===== config.mk =====
export PLATFORM = sky130hd
export DESIGN_NAME = alu_driver
export DESIGN_NICKNAME = d
export VERILOG_FILES = /design/src/rtl/alu_driver.sv
export SDC_FILE = /design/constraint.sdc
export NUM_CORES = 1
export LEC_CHECK = 0
export CELL_PAD_IN_SITES_DETAIL_PLACEMENT = 0
export CELL_PAD_IN_SITES_GLOBAL_PLACEMENT = 1
export CORE_UTILIZATION = 35
export DETAILED_ROUTE_END_ITERATION = 16
export GPL_TIMING_DRIVEN = 0
export HOLD_SLACK_MARGIN = 0.1
export PLACE_DENSITY = 0.84
export SYNTH_ARGS = -nofsm -noshare
export SYNTH_HDL_FRONTEND = slang
export SYNTH_SLANG_ARGS = --single-unit

===== constraint.sdc =====
create_clock -name clk_i -period 2.1 [get_ports clk_i]
set_input_delay 0.42 -clock clk_i [delete_from_list [all_inputs] [get_ports clk_i]]
set_output_delay 0.42 -clock clk_i [all_outputs]
set_load 0.02 [all_outputs]

===== src/rtl/alu_driver.sv =====
// alu_driver: request/response wrapper that launches a multi-cycle ALU and aborts a stalled operation on timeout
module alu_driver #(
    parameter int N       = 4,
    parameter int TIMEOUT = 64
) (
    input  logic         clk_i,
    input  logic         rst_i,
    input  logic         req_valid_i,
    output logic         req_ready_o,
    input  logic [N-1:0] req_a_i,
    input  logic [N-1:0] req_b_i,
    output logic         start_o,
    input  logic         finished_i,
    output logic [N-1:0] a_o,
    output logic [N-1:0] b_o,
    input  logic [N-1:0] y_i,
    input  logic [N-1:0] x_i,
    output logic         rsp_valid_o,
    input  logic         rsp_ready_i,
    output logic [N-1:0] rsp_y_o,
    output logic [N-1:0] rsp_x_o,
    output logic         rsp_timeout_o,
    output logic [7:0]   op_count_o
);
    localparam int CW = $clog2(TIMEOUT);
    localparam logic [CW-1:0] LAST = CW'(TIMEOUT - 1);

    typedef enum logic [1:0] {IDLE, ISSUE, WAIT, RESPOND} state_t;

    state_t        state_q, state_d;
    logic [N-1:0]  a_q, a_d, b_q, b_d, y_q, y_d, x_q, x_d;
    logic          to_q, to_d;
    logic [CW-1:0] cnt_q, cnt_d;
    logic [7:0]    ops_q, ops_d;

    // State and datapath registers; reset abandons any operation in flight
    always_ff @(posedge clk_i or posedge rst_i) begin
        if (rst_i) begin
            state_q <= IDLE;
            a_q     <= '0;
            b_q     <= '0;
            y_q     <= '0;
            x_q     <= '0;
            to_q    <= 1'b0;
            cnt_q   <= '0;
            ops_q   <= '0;
        end else begin
            state_q <= state_d;
            a_q     <= a_d;
            b_q     <= b_d;
            y_q     <= y_d;
            x_q     <= x_d;
            to_q    <= to_d;
            cnt_q   <= cnt_d;
            ops_q   <= ops_d;
        end
    end

    // Next state: finished wins over the timeout on the last wait cycle; counter stops at LAST
    always_comb begin
        state_d = state_q;
        a_d     = a_q;
        b_d     = b_q;
        y_d     = y_q;
        x_d     = x_q;
        to_d    = to_q;
        cnt_d   = cnt_q;
        ops_d   = ops_q;
        unique case (state_q)
            IDLE: if (req_valid_i) begin
                a_d     = req_a_i;
                b_d     = req_b_i;
                state_d = ISSUE;
            end
            ISSUE: begin
                cnt_d   = '0;
                state_d = WAIT;
            end
            WAIT: if (finished_i) begin
                y_d     = y_i;
                x_d     = x_i;
                to_d    = 1'b0;
                state_d = RESPOND;
            end else if (cnt_q == LAST) begin
                y_d     = '0;
                x_d     = '0;
                to_d    = 1'b1;
                state_d = RESPOND;
            end else begin
                cnt_d = cnt_q + 1'b1;
            end
            RESPOND: if (rsp_ready_i) begin
                ops_d   = to_q ? ops_q : ops_q + 8'd1;
                state_d = IDLE;
            end
            default: state_d = IDLE;
        endcase
    end

    assign req_ready_o   = state_q == IDLE;
    assign start_o       = state_q == ISSUE;
    assign rsp_valid_o   = state_q == RESPOND;
    assign a_o           = a_q;
    assign b_o           = b_q;
    assign rsp_y_o       = y_q;
    assign rsp_x_o       = x_q;
    assign rsp_timeout_o = to_q;
    assign op_count_o    = ops_q;
endmodule


==> impl_metrics.csv <==
group,metric,value,unit
synthesis,yosysWarnings,0,
sta,slew-limit-headroom,50.78,%
sta,finalMaxSlewViolations,0,
synthesis,avgSynthCellArea,12.32,um2
critical_path,cp-endpoint,"start_o",
critical_path,cp_slowest_cell,"clkdlybuf4s50_1",
critical_path,critPathCaptureType,"output pin",
detailed_routing,wirelength,3195,um
synthesis,synth_top_flop_cell,"dfrtp_1",
sta,setup_viol,0,
sta,post-route-min-period,1.987,ns
clock_tree,clock_latency,0.28,ns
floorplan,die_w,67.53,um
global_route,grt_usage,15.50,%
power_and_ir_drop,power_density,1364,nW/um2
synthesis,syn-num-nets,150,
clock_tree,post_cts_buffers,0,
sta,period_share,94.61,%
sta,finalHoldViolCount,0,
clock_tree,clock-sinks,33,
critical_path,r2r_slack,0.39,ns
power_and_ir_drop,power,2945,uW
power_and_ir_drop,power.leakage,0.0009656,uW
global_route,antenna_found_initial,0,
floorplan,initial_core_util,37.03,%
power_and_ir_drop,vdd.ir_drop.worst,485.2,uV
detailed_routing,drcViolationCount,0,
synthesis,yosysTopAreaCell,"dfrtp_1",
floorplan,dieHeight,67.53,um
synthesis,synth_top_area_share,54.95,%
power_and_ir_drop,seqPwrFrac,35.1,%
sta,fmax,0.5033,GHz
finish,diodes,0,
power_and_ir_drop,swShare,38.20,%
detailed_routing,first_pass_iters,4,
synthesis,synth_edf_count,0,
critical_path,crit_buf_inv,2,
sta,fin_worst_skew,0.007795,ns
critical_path,r2r-end,"cnt_q[3]$_DFFE_PP0P_",
critical_path,critical_path_class,"reg -> out",
status,outcome,"complete, no violations",
clock_tree,cts_tree,"yes",
global_route,grt.overflow.total,0,
critical_path,critPathLaunchType,"register",
detailed_routing,wl_per_cell,13.95,um
synthesis,synth.cell_area,1503,um2
global_route,grt_max_degree,34,
synthesis,syn_inst,122,
floorplan,core-area,4058,um2
floorplan,rows,23,
synthesis,ys_types,35,
critical_path,path_delay_family,"buffers and inverters",
synthesis,ys_seq_elements,33,
detailed_routing,drtIter0Drc,53,
min_path,hp-class,"reg -> reg",
synthesis,synthArstFlopShare,100.0,%
critical_path,critPathLaunch,"state_q[1]$_DFFE_PP0P_",
power_and_ir_drop,p_comb_share,49.6,%
clock_tree,clk_path_buf_depth,2,
detailed_routing,vias,1140,
clock_tree,ctsHtreeMaxLevel,2,
finish,final_common_cell,"clkdlybuf4s50_1",
job,drv_cap,0,
power_and_ir_drop,pwr-share-clk,15.2,%
placement,dp_hpwl,2341,um
synthesis,ys_top_cells_by_area,"dfrtp_1, mux2_2, ha_1",
placement,io_buffers,48,
critical_path,worstPathRequired,1.68,ns
finish,nets,206,
critical_path,crit_path_max_fanout,4,
detailed_routing,avgViaCountPerCell,4.978,
sta,rsz0062_at_grt,"false",
sta,setup_tns,0,ns
critical_path,ff2ff_path_depth,6,
synthesis,yosysSeqAreaShare,54.95,%
critical_path,path_cells,"inv_1, ha_1, clkdlybuf4s50_1",
clock_tree,path_clk_slew,0.07,ns
critical_path,cp.arrival,1.57,ns
critical_path,worstSetupPathDepth,3,
sta,worst_pin_slew,0.7337,ns
detailed_routing,antenna_left,0,
critical_path,critPathMaxStageDelay,0.60,ns
power_and_ir_drop,p_sw,1125,uW
global_route,grt_pass1_vias,1166,
critical_path,r2r_start,"state_q[0]$_DFFE_PP0P_",
finish,finish.utilization,53.19,%
finish,syn_to_final_growth,43.63,%
clock_tree,cts-root-buf,"clkbuf_8",
power_and_ir_drop,p_int,1820,uW
floorplan,io_pins,49,
finish,layout_common_cells,"clkdlybuf4s50_1, dfrtp_1, mux2_2",
clock_tree,cts_buffers,5,
floorplan,die-area,4560,um2
finish,drive_above_1_share,14.53,%
placement,place_congestion,0.7153,
global_route,grt_pass1_wl,5230,um
==> final cells by class <==
type | instances | area, um2
Fill cell | 359 | 1899
Sequential cell | 33 | 825.8
Multi-Input combinational cell | 76 | 623.1
Timing Repair Buffer | 49 | 510.5
Clock buffer | 6 | 72.57
Tap cell | 50 | 62.56
Inverter | 9 | 33.78
Buffer | 4 | 20.02
Clock inverter | 2 | 10.01
==> synth_stat cells, types with 2 or more instances <==
cell       n
clkbuf_1   2
inv_1      9
xnor2_1    4
a21oi_1    6
xor2_1     3
and4_4     2
nand2_1    6
mux2_2     9
a22o_1     8
o221ai_1   2
nand4_1    2
dfrtp_1   33
a21oi_2    2
nand3_1    7
ha_1       7
==> sequential cells by signal (all words and copies together) (netlist names) <==
signal / cells
op_count_o: 8
cnt_q: 6
a_o: 4
b_o: 4
rsp_x_o: 4
rsp_y_o: 4
state_q: 2
rsp_timeout_o: 1
==> power groups by stage <==
stage | clock (uW) | sequential (uW) | combinational, uW
2_1_floorplan | 0 | 1260 | 615
3_3_place_gp | 0 | 1030 | 1430
3_5_place_dp | 0 | 1050 | 1470
4_1_cts | 462 | 1040 | 1470
5_1_grt | 490 | 1070 | 1600
6_report | 449 | 1030 | 1460
==> worst min-delay path by stage <==
stage / start / endpoint / slack [ns] / cells past startpoint
detailed placement: op_count_o[7]$_DFFE_PP0P_ / op_count_o[7]$_DFFE_PP0P_ / 0.47 / 1
global placement: op_count_o[7]$_DFFE_PP0P_ / op_count_o[7]$_DFFE_PP0P_ / 0.47 / 1
CTS: op_count_o[7]$_DFFE_PP0P_ / op_count_o[7]$_DFFE_PP0P_ / 0.48 / 1
global route: op_count_o[7]$_DFFE_PP0P_ / op_count_o[7]$_DFFE_PP0P_ / 0.51 / 1
floorplan: cnt_q[3]$_DFFE_PP0P_ / cnt_q[3]$_DFFE_PP0P_ / 0.49 / 1
finish: op_count_o[7]$_DFFE_PP0P_ / op_count_o[7]$_DFFE_PP0P_ / 0.49 / 1
==> cells by family after synthesis <==
family,Yosys count,share of synthesized area (%)
buffers and inverters,13,3.580
flip-flops,33,54.95
AND/OR/NAND/NOR,25,9.908
XOR/XNOR,7,4.080
multiplexers,10,7.411
AO/OA/AOI/OAI,27,14.24
adder cells (fa/ha/maj),7,5.828
==> worst register-to-register path, delay by kind of cell (launching register included) <==
kind / cells / cell delay, ns
buffers and inverters: 3 / 0.60
DFF: 1 / 0.40
adders and majority gates: 1 / 0.31
AOI/OAI and AO/OA: 2 / 0.30
==> per-stage QoR <==
stage | worst slack [ns] | instances | hold slack (ns) | area [um2]
global route | 0.02762 | 229 | 0.5078 | 2158
CTS | 0.03113 | 228 | 0.4838 | 2128
finish | 0.1131 | 229 | 0.4853 | 2158
floorplan | 0.5480 | 122 | 0.4918 | 1503
global placement | 0.2141 | 220 | 0.4673 | 2046
detailed placement | 0.1457 | 220 | 0.4713 | 2046
==> metal layers <==
metal / global-route usage (%) / share of wire (%) / up-vias
li1: - / - / 552
met1: 19.42 / 44 / 557
met2: 25.74 / 51 / 27
met3: 3.716 / 4.9 / 4
met4: 5.585 / 0.91 / 0
met5: 0 / 0 / -
==> what timing repair did <==
item                       4_1_cts  5_1_grt
hold buffers                     0        0
setup endpoints to repair        0        1
gates resized for setup          0        1
No activity file was read; power rests on OpenSTA's default activity.
